**src/rtl/scoreboard_pkg.sv**
```systemverilog
// Shared scoreboard-chain definitions: emulator FSM encoding, command
// directions and the press/gap timing defaults shared with the processor.
package scoreboard_pkg;

    localparam logic [1:0] ST_IDLE  = 2'd0;
    localparam logic [1:0] ST_PRESS = 2'd1;
    localparam logic [1:0] ST_GAP   = 2'd2;

    localparam logic CMD_UP   = 1'b0;
    localparam logic CMD_DOWN = 1'b1;

    localparam int DEF_SHORT_MS = 50;
    localparam int DEF_LONG_MS  = 1000;
    localparam int DEF_GAP_MS   = 100;

endpackage

```
**src/rtl/pb_emu_timer.sv**
```systemverilog
// Loadable down-counter with zero flag for the pushbutton emulator.
// Ports: i_clk, i_rst_n, i_load/i_load_val, i_dec -> o_zero.
module pb_emu_timer #(
    parameter int CNT_BW = 11
) (
    input  logic              i_clk,
    input  logic              i_rst_n,
    input  logic              i_load,
    input  logic [CNT_BW-1:0] i_load_val,
    input  logic              i_dec,
    output logic              o_zero
);

    logic [CNT_BW-1:0] r_cnt;

    always_ff @(posedge i_clk or negedge i_rst_n) begin
        if (!i_rst_n) begin
            r_cnt <= '0;
        end else if (i_load) begin
            r_cnt <= i_load_val;
        end else if (i_dec && (r_cnt != '0)) begin
            r_cnt <= r_cnt - 1'b1;
        end
    end

    assign o_zero = (r_cnt == '0);

endmodule

```
**src/rtl/pushbutton_emulator.sv**
```systemverilog
// Pushbutton emulator: up/down commands -> short/long press waveform.
// Ports: clk_1khz_i, rst_n_i, cmd_valid_i, cmd_down_i -> cmd_ready_o,
//   pushbutton_o, busy_o, sent_cnt_o. Build macro PB_EMU_ACTIVE_LOW_EN
//   inverts pushbutton_o for buttons wired to ground.
module pushbutton_emulator
    import scoreboard_pkg::*;
#(
    parameter int SHORT_MS = DEF_SHORT_MS,
    parameter int LONG_MS  = DEF_LONG_MS,
    parameter int GAP_MS   = DEF_GAP_MS,
    parameter int CNT_BW   = 11
) (
    input  logic       clk_1khz_i,
    input  logic       rst_n_i,
    input  logic       cmd_valid_i,
    input  logic       cmd_down_i,
    output logic       cmd_ready_o,
    output logic       pushbutton_o,
    output logic       busy_o,
    output logic [7:0] sent_cnt_o
);

    if (((2 ** CNT_BW) <= SHORT_MS) ||
        ((2 ** CNT_BW) <= LONG_MS) ||
        ((2 ** CNT_BW) <= GAP_MS)) begin : g_cnt_bw_chk
        $error("CNT_BW too small for press/gap durations");
    end

`ifdef PB_EMU_ACTIVE_LOW_EN
    localparam logic PB_INV = 1'b1;
`else
    localparam logic PB_INV = 1'b0;
`endif

    localparam logic [CNT_BW-1:0] LD_SHORT = CNT_BW'(SHORT_MS - 1);
    localparam logic [CNT_BW-1:0] LD_LONG  = CNT_BW'(LONG_MS - 1);
    localparam logic [CNT_BW-1:0] LD_GAP   = CNT_BW'(GAP_MS - 1);

    function automatic logic [CNT_BW-1:0] press_ld(input logic dn);
        return (dn == CMD_DOWN) ? LD_LONG : LD_SHORT;
    endfunction

    logic [1:0]        r_state;
    logic              r_pend_full;
    logic              r_pend_dir;
    logic              r_pressed;
    logic              r_busy;
    logic [7:0]        r_sent;

    logic [1:0]        w_next;
    logic              w_accept;
    logic              w_load;
    logic [CNT_BW-1:0] w_load_val;
    logic              w_dec;
    logic              w_zero;
    logic              w_pend_set;
    logic              w_pend_clr;
    logic              w_sent_inc;

    assign w_accept = cmd_valid_i && !r_pend_full;

    pb_emu_timer #(
        .CNT_BW(CNT_BW)
    ) u_timer (
        .i_clk      (clk_1khz_i),
        .i_rst_n    (rst_n_i),
        .i_load     (w_load),
        .i_load_val (w_load_val),
        .i_dec      (w_dec),
        .o_zero     (w_zero)
    );

    always_comb begin
        w_next     = r_state;
        w_load     = 1'b0;
        w_load_val = '0;
        w_dec      = 1'b0;
        w_pend_set = 1'b0;
        w_pend_clr = 1'b0;
        w_sent_inc = 1'b0;
        unique case (r_state)
            ST_IDLE: begin
                if (w_accept) begin
                    w_load     = 1'b1;
                    w_load_val = press_ld(cmd_down_i);
                    w_next     = ST_PRESS;
                end
            end
            ST_PRESS: begin
                w_pend_set = w_accept;
                if (w_zero) begin
                    w_load     = 1'b1;
                    w_load_val = LD_GAP;
                    w_next     = ST_GAP;
                end else begin
                    w_dec = 1'b1;
                end
            end
            ST_GAP: begin
                if (w_zero) begin
                    w_sent_inc = 1'b1;
                    // Pending wins; ready is low then, so no accept can
                    // collide. An accept on the last gap cycle with an
                    // empty buffer starts directly, keeping the gap exact.
                    if (r_pend_full) begin
                        w_pend_clr = 1'b1;
                        w_load     = 1'b1;
                        w_load_val = press_ld(r_pend_dir);
                        w_next     = ST_PRESS;
                    end else if (w_accept) begin
                        w_load     = 1'b1;
                        w_load_val = press_ld(cmd_down_i);
                        w_next     = ST_PRESS;
                    end else begin
                        w_next = ST_IDLE;
                    end
                end else begin
                    w_dec      = 1'b1;
                    w_pend_set = w_accept;
                end
            end
            default: begin
                w_next = ST_IDLE;
            end
        endcase
    end

    always_ff @(posedge clk_1khz_i or negedge rst_n_i) begin
        if (!rst_n_i) begin
            r_state     <= ST_IDLE;
            r_pend_full <= 1'b0;
            r_pend_dir  <= CMD_UP;
            r_pressed   <= 1'b0;
            r_busy      <= 1'b0;
            r_sent      <= 8'd0;
        end else begin
            r_state <= w_next;
            if (w_pend_set) begin
                r_pend_full <= 1'b1;
                r_pend_dir  <= cmd_down_i;
            end else if (w_pend_clr) begin
                r_pend_full <= 1'b0;
            end
            // Outputs follow the state by one edge: the pin rises on the
            // edge after the accept edge.
            r_pressed <= (r_state == ST_PRESS);
            r_busy    <= (r_state != ST_IDLE) || r_pend_full;
            if (w_sent_inc) begin
                r_sent <= r_sent + 8'd1;
            end
        end
    end

    assign cmd_ready_o  = !r_pend_full;
    assign pushbutton_o = r_pressed ^ PB_INV;
    assign busy_o       = r_busy;
    assign sent_cnt_o   = r_sent;

endmodule

```
**config.mk**
```make
export PLATFORM = sky130hd
export DESIGN_NAME = pushbutton_emulator
export DESIGN_NICKNAME = d
export VERILOG_FILES = /design/src/rtl/scoreboard_pkg.sv /design/src/rtl/pb_emu_timer.sv /design/src/rtl/pushbutton_emulator.sv
export SDC_FILE = /design/constraint.sdc
export NUM_CORES = 1
export LEC_CHECK = 0
export BUFFER_PORTS_ARGS = -buffer_cell sky130_fd_sc_hd__buf_4
export CAP_MARGIN = 40
export CORE_MARGIN = 2
export CORE_UTILIZATION = 57
export CTS_CLUSTER_DIAMETER = 200
export DETAILED_ROUTE_END_ITERATION = 6
export GPL_ROUTABILITY_DRIVEN = 0
export PLACE_DENSITY = 0.86
export SYNTH_ARGS = -nofsm -noshare
export SYNTH_HDL_FRONTEND = slang
export SYNTH_SLANG_ARGS = --single-unit
```
**constraint.sdc**
```tcl
create_clock -name clk_1khz_i -period 2.5 [get_ports clk_1khz_i]
set_clock_uncertainty 0.05 [all_clocks]
set_input_delay 0.125 -clock clk_1khz_i [delete_from_list [all_inputs] [get_ports clk_1khz_i]]
set_output_delay 0.125 -clock clk_1khz_i [all_outputs]
set_load 0.02 [all_outputs]
```
After elaboration in Yosys (flattened, before gate mapping)
Index checks and enable logic that the tools add are counted.

cells by class
  muxes and demuxes = 30
  equality and inequality tests = 5
  $add $sub $neg = 2
  reductions and logical operators = 12

operators by type and width
  kind                                                  number
  two-way mux 10 bit                                    5
  one-hot mux 10 bit (3 select lines)                   1
  two-way mux 11 bit                                    2
  two-way mux 1 bit                                     15
  zero test 11 bit                                      1
  nonzero test 11 bit                                   1
  subtractor 11 x 1 -> 11 bit (second input constant)   1
  adder 8 x 1 -> 8 bit (second input constant)          1
  two-way mux 7 bit                                     1
  two-way mux 2 bit                                     3
  one-hot mux 2 bit (3 select lines)                    1
  nonzero test 2 bit                                    3
  != test 2 x 1 -> 1 bit (second input constant)        2
  one-hot mux 1 bit (3 select lines)                    1
  AND reduction 3 bit                                   1
  equality test 2 x 1 -> 1 bit (second input constant)  1
  equality test 2 bit (second input constant)           1
  logical AND 1 bit                                     2
  zero test 2 bit                                       1
  != test 2 bit (second input constant)                 1
  one-hot mux 1 bit (2 select lines)                    1
  OR reduction 2 bit                                    1
  zero test 1 bit                                       1
  logical OR 1 bit                                      1

word-level totals
  bits in registers = 25
  bits of input ports = 4
  word-level logic and storage cells = 56
  output and inout port bits = 11

Longest topological paths before layout
Gate-level depths: netlist of the first run.

  depth in word-level cells = 7
  depth in mapped cells = 8
  gate-level depth less buffers = 6

Cells and area by module
From an unflattened synthesis of the first run, not the netlist that was laid out.

unflattened totals
  cell total of the unflattened synthesis = 154
  area, all modules = 1,530.2 µm²

modules (own cells, without submodules)
  module               area each (µm²)  cells each  times used  seq. area each (µm²)
  pushbutton_emulator  823.3            79          1           350.3
  pb_emu_timer         706.9            75          1           275.3

Worst setup path after synthesis of the first run
No wires, ideal clock.

  path kind = register to register
  start = register r_state[0]
  end = register u_timer.r_cnt[5]
  period minus slack after synthesis = 2.003 ns
  arrival = 1.887 ns
  setup slack = 0.497 ns
  cell stages (with the launch flop) = 7
  setup time = 0.066 ns
  path through = dfrtp_1 inv_1 ha_1 or4b_1 or3_1 a211o_1 nand3_2

on the way
  longest elaborated chain between the ends = 5
  elaborated cells on any way between the ends = 10
  classes of those cells = 2 x eq/ne; 4 x mux; 4 x reduce/logical

RTL lines
  item                                                                        line                        source
  start, declared                                                             pushbutton_emulator.sv:43   logic [1:0] r_state;
  start signal, assigned                                                      pushbutton_emulator.sv:137  r_state <= w_next;
  equality test 2 x 1 -> 1 bit / equality test 2 bit (equally long branches)  pushbutton_emulator.sv:81   unique case (r_state)
  OR reduction 2 bit (no line)                                                --
  two-way mux 1 bit                                                           --
  logical AND 1 bit                                                           pb_emu_timer.sv:21          end else if (i_dec && (r_cnt != '0)) begin
  nonzero test 2 bit (no line)                                                --
  end signal, assigned                                                        pb_emu_timer.sv:20          r_cnt <= i_load_val;
  end signal, assigned                                                        pb_emu_timer.sv:22          r_cnt <= r_cnt - 1'b1;
  end, declared                                                               pb_emu_timer.sv:14          logic [CNT_BW-1:0] r_cnt;

Several ways; a longest one is shown, not always the timed one.
A chain may end at the register's enable or synchronous reset.

Worst setup path in the final report of the first run
  start = register r_state[1]
  end = register u_timer.r_cnt[5]

The elaborated chain is that of the path after synthesis.

==> results of run 1 <==
## repair_timing
| action | CTS | global route |
|---|---|---|
| buffers inserted | 0 | 0 |
| hold buffers | 1 | 0 |
| resized for setup | 0 | 0 |
| endpoints found under the hold margin | 25 | 0 |
## worst max-delay path: stages (launching register included)
cell	delay, ns
dfrtp_1	0.42
inv_1	0.09
ha_1	0.41
or4b_1	0.48
or3_1	0.35
a211o_1	0.30
nand3_2	0.07
## per-layer routing
| layer | vias up | routed length (um) | global-route usage [%] |
|---|---|---|---|
| met5 | - | 0 | 0 |
| li1 | 564 | - | - |
| met1 | 562 | 1260 | 28.7 |
| met3 | 8 | 109 | 3.28 |
| met4 | 0 | 55 | 11.3 |
| met2 | 44 | 1480 | 35.3 |
## layout by cell type (no fill, tap or decap), types with 3 or more instances in the layout
| cell type | n |
|---|---|
| nor2_1 | 7 |
| xor2_1 | 4 |
| a21oi_1 | 10 |
| buf_4 | 16 |
| xnor2_1 | 5 |
| dfrtp_1 | 25 |
| nor3_1 | 6 |
| o21ai_0 | 4 |
| inv_1 | 10 |
| mux2_2 | 3 |
| a31oi_1 | 4 |
| mux2i_1 | 10 |
| nand3b_1 | 3 |
| clkbuf_4 | 3 |
| nand3_1 | 4 |
| nand4_1 | 3 |
| nand2_1 | 12 |
| ha_1 | 6 |
## kinds of logic after synthesis
logic type | Yosys count | share of synthesized area [%]
and+or+nand+nor | 50 | 19.4
AOI/OAI and AO/OA | 29 | 12.3
DFF | 25 | 43.1
buffers and inverters | 15 | 5.35
muxes | 13 | 9.22
xor gates and xnor gates | 9 | 5.43
adders and majority gates | 6 | 5.17
## cell usage after synthesis (all sizes together), types with 4 or more instances
| master | number |
|---|---|
| a21oi | 10 |
| a31oi | 4 |
| buf | 5 |
| dfrtp | 25 |
| ha | 6 |
| inv | 10 |
| mux2i | 10 |
| nand2 | 12 |
| nand3 | 5 |
| nor2 | 7 |
| nor3 | 6 |
| o21ai | 6 |
| xnor2 | 5 |
| xor2 | 4 |
## layout make-up
type                       instances  share of cell area [%]
multi-input combinational        107                    46.6
sequential                        25                    38.9
tap                               30                    2.34
clock inverter                     1                   0.312
inverter                          10                    2.34
timing repair buffer              17                    8.10
clock buffer                       3                    1.40
## final timing paths
check	endpoint	from	slack, ns
min in group asynchronous	u_timer.r_cnt[10]$_DFFE_PN0P_	rst_n_i	0.18
max	u_timer.r_cnt[5]$_DFFE_PN0P_	r_state[1]$_DFFE_PN0P_	0.28
min	r_pend_dir$_DFFE_PN0P_	cmd_down_i	0.04
max reg2reg	u_timer.r_cnt[5]$_DFFE_PN0P_	r_state[1]$_DFFE_PN0P_	0.28
max in group asynchronous	sent_cnt_o[7]$_DFFE_PN0P_	rst_n_i	1.97
min reg2reg	sent_cnt_o[7]$_DFFE_PN0P_	sent_cnt_o[7]$_DFFE_PN0P_	0.44
## power by group
| group | internal [mW] | switching [mW] |
|---|---|---|
| combinational | 0.0131 | 0.0183 |
| clock | 0.0598 | 0.116 |
| sequential | 0.412 | 0.0101 |
| total | 0.485 | 0.144 |
## stage by stage
stage          power [mW]  util (%)  worst slack (ns)
5_1_grt             0.658      65.4             0.196
4_1_cts             0.640      65.4             0.301
3_5_place_dp        0.460      63.9             0.334
6_report            0.629      65.4             0.276
3_3_place_gp        0.458      63.9             0.441
2_1_floorplan       0.441         -             0.497
## state kept, by name (all words and copies together), names as in the netlist
signal / flops
r_pend_dir: 1
sent_cnt_o: 8
u_timer.r_cnt: 11
busy_o: 1
pushbutton_o: 1
r_state: 2
r_pend_full: 1
==> metrics.txt, run 1 <==
status=finished clean; top cell type's share of synthesized area=43.1%; Synth cell types=40; Gate Count Post-Synth=147; Power Density=392 nW/um2; crit-path max FO=7; placed cells=188; Syn Nets=157; max-slew violation count=0; reg2reg path depth=6; Hold Vio Cnt, Final=0; Post-Layout Inst Area=1610 um2; CP Capture Type=register; fill count=190; Die Ht=54.5 um; Crit Path Class=reg2reg; GR Util All Layers=22.0%; n_diodes=0; grt ovf=0; Initial Util=59.1%; H-tree depth=1; DRT Wirelength=2900 um; Clock Latency Late Sink=0.31 ns; antenna-violating nets left=0; Critical Path RT=2.71 ns; area grow syn2layout=10.7%; number of synthesized register bits=25; post-DP HPWL=2160 um; vias in the first global route=1035; setup_tns=0 ns; syn avg cell area=9.87 um2; share of layout cells above drive strength 1=17.2%; relative slew slack=55.9%; Top FF cell, synth=dfrtp_1; VDD IR max=0.426 mV; post-synth top area cell=dfrtp_1; DRC=0; asr flop ratio synth=100%; Final min period=2.22 ns; IO Count=15; Worst Hold Class=in2reg; Period Utilization, post-route=89.0%; first-pass GRT wire length=4610 um; row count=18; Synthesis Warnings=0; clk buf depth=2; final non-filler cell total=193; post-DR wirelength/cell=15.0 um; Via-to-Cell Ratio=6.10; largest net degree at the start of global routing=26; initial antenna violation count=0; Final #Nets=174; Max Cap Violations=0; drt first pass iters=5; clk slew on worst S/H paths=0.13 ns; Initial DRC Count=48; number of synthesized flops with an enable pin=0; Multi-input gate area=748 um2; Fin Hold WS=0.0423 ns; RSZ-0062 raised after global routing=false; critical path arrival=2.44 ns; chip width=54.5 um; Least-Margin Pin Slew=0.662 ns; leakage power=0.764 nW; CTS Root Cell=clkbuf_4; Cell Area, Synth=1450 um2; CTS buffer count=3; Hold Path Cell Cnt=2; Fmax=450 MHz; placed instance area=1570 um2; Synth area leaders=dfrtp_1 (43%), mux2i_1 (6.9%), ha_1 (5.2%); IO buf count=14; via count=1178; Startpoint Class=register; Die Area=2970 um2; Setup-failing EPs final=0; core footprint=2450 um2; sequential-to-total area share from yosys stat=43.1%; Reg area=626 um2; Clock Sinks=25; TritonCTS clock tree=done
No activity file was read; power rests on OpenSTA's default activity.
==> run 2: changes to the inputs <==
--- a/config.mk
+++ b/config.mk
@@ -12,6 +12,7 @@
 export CTS_CLUSTER_DIAMETER = 200
 export DETAILED_ROUTE_END_ITERATION = 6
 export GPL_ROUTABILITY_DRIVEN = 0
+export MAX_ROUTING_LAYER = met4
 export PLACE_DENSITY = 0.86
 export SYNTH_ARGS = -nofsm -noshare
 export SYNTH_HDL_FRONTEND = slang
==> metrics.txt, run 2 (synthesis results as in run 1) <==
reg2reg path depth=6; setup_tns=0 ns; share of layout cells above drive strength 1=17.2%; largest net degree at the start of global routing=26; Worst Hold Class=in2reg; clk buf depth=2; CTS buffer count=3; Fmax=450 MHz; clk slew on worst S/H paths=0.13 ns; Setup-failing EPs final=0; TritonCTS clock tree=done; via count=1161; Initial Util=59.1%; row count=18; Crit Path Class=reg2reg; Die Ht=54.5 um; pre-CTS setup slack=0.334 ns; Power Density=392 nW/um2; CP endpoint=u_timer.r_cnt[5]$_DFFE_PN0P_; DRC=0; Psw=145 uW; CTS Root Cell=clkbuf_4; core footprint=2450 um2; CP Launch Point=r_state[1]$_DFFE_PN0P_; number of gates resized after cts=0; chip width=54.5 um; final worst slack=0.276 ns; area grow syn2layout=10.7%; Net Sw Frac=23.0%; Flop pwr share=67.0%; critical path arrival=2.44 ns; Period Utilization, post-route=89.0%; Initial DRC Count=45; Die Area=2970 um2; max-slew violation count=0; Clock Power Share=28.0%; vias in the first global route=1036; grt ovf=0; Clock Sinks=25; final non-filler cell total=193; drt first pass iters=4; r2r endpoint=u_timer.r_cnt[5]$_DFFE_PN0P_; IO Count=15; H-tree depth=1; IO buf count=14; status=finished clean; post-DP HPWL=2160 um; antenna-violating nets left=0; combinational power share=5.0%; Critical Path RT=2.71 ns; flop2flop setup slack=0.28 ns; most frequent cells in the layout=dfrtp_1 (25), buf_4 (16), nand2_1 (12); leakage power=0.764 nW; first-pass GRT wire length=4610 um; internal cell power=485 uW; placed cells=188; VDD IR max=0.427 mV; DRT Wirelength=2890 um; Post-Layout Inst Area=1610 um2; GR Util All Layers=22.6%; Fin Hold WS=0.0407 ns; most flop-heavy register=u_timer.r_cnt; Via-to-Cell Ratio=6.02; reg2reg start=r_state[1]$_DFFE_PN0P_; most common cell after layout, fill and taps aside=dfrtp_1; Hold Vio Cnt, Final=0; CP Capture Type=register; Startpoint Class=register; crit-path max FO=7; n_diodes=0; Final Total Pwr=630 uW; initial antenna violation count=0; post-DR wirelength/cell=15.0 um; Final #Nets=174; relative slew slack=56.1%; placed instance area=1570 um2; Clock Latency Late Sink=0.31 ns; Final min period=2.22 ns; Least-Margin Pin Slew=0.659 ns; RSZ-0062 raised after global routing=false; max reg flops=11; post-route core utilization=65.4%; Max Cap Violations=0
==> run 2: cell counts in the layout (fill, tap and decap cells not counted) <==
No cell type changed its count.
==> run 2: worst min-delay path by stage <==
stage	startpoint	cells past startpoint	end
after floorplan	rst_n_i	0	busy_o$_DFF_PN0_
after global placement	rst_n_i	1	u_timer.r_cnt[10]$_DFFE_PN0P_
after detailed placement	rst_n_i	1	u_timer.r_cnt[10]$_DFFE_PN0P_
after CTS	cmd_down_i	2	r_pend_dir$_DFFE_PN0P_
after global routing	cmd_down_i	2	r_pend_dir$_DFFE_PN0P_
final	cmd_down_i	2	r_pend_dir$_DFFE_PN0P_
==> run 2: area by class of cell <==
class                   instances  area [um2]
repair buffers                 17         130
multi-input cells             107         748
clock inverters                 1        5.00
flip-flops and latches         25         626
inverters                      10        37.5
fillers                       190         848
well taps                      30        37.5
clock buffers                   3        22.5
==> run 2: what timing repair did <==
action,in CTS,in global routing
buffers inserted,0,0
endpoints found under the setup margin,0,0
endpoints found under the hold margin,25,0
hold buffers,1,0
==> run 2: critical path, cell delays in order (launching register included) <==
cell     delay (ns)
dfrtp_1        0.42
inv_1          0.09
ha_1           0.41
or4b_1         0.49
or3_1          0.35
a211o_1        0.30
nand3_2        0.07
==> run 2: routing by layer <==
metal	track usage (%)	part of all wire [%]	up-vias
li1	-	-	564
met1	28.7	44	558
met2	35.3	51	33
met3	3.28	3.3	6
met4	11.3	1.5	0
met5	-	0	-
==> run 2: power groups by stage <==
stage / clock network, mW / logic, mW / registers [mW]
detailed placement: 0 / 0.0310 / 0.429
global placement: 0 / 0.0289 / 0.429
floorplan: 0 / 0.0143 / 0.427
CTS: 0.186 / 0.0324 / 0.422
global route: 0.199 / 0.0359 / 0.424
finish: 0.176 / 0.0314 / 0.422
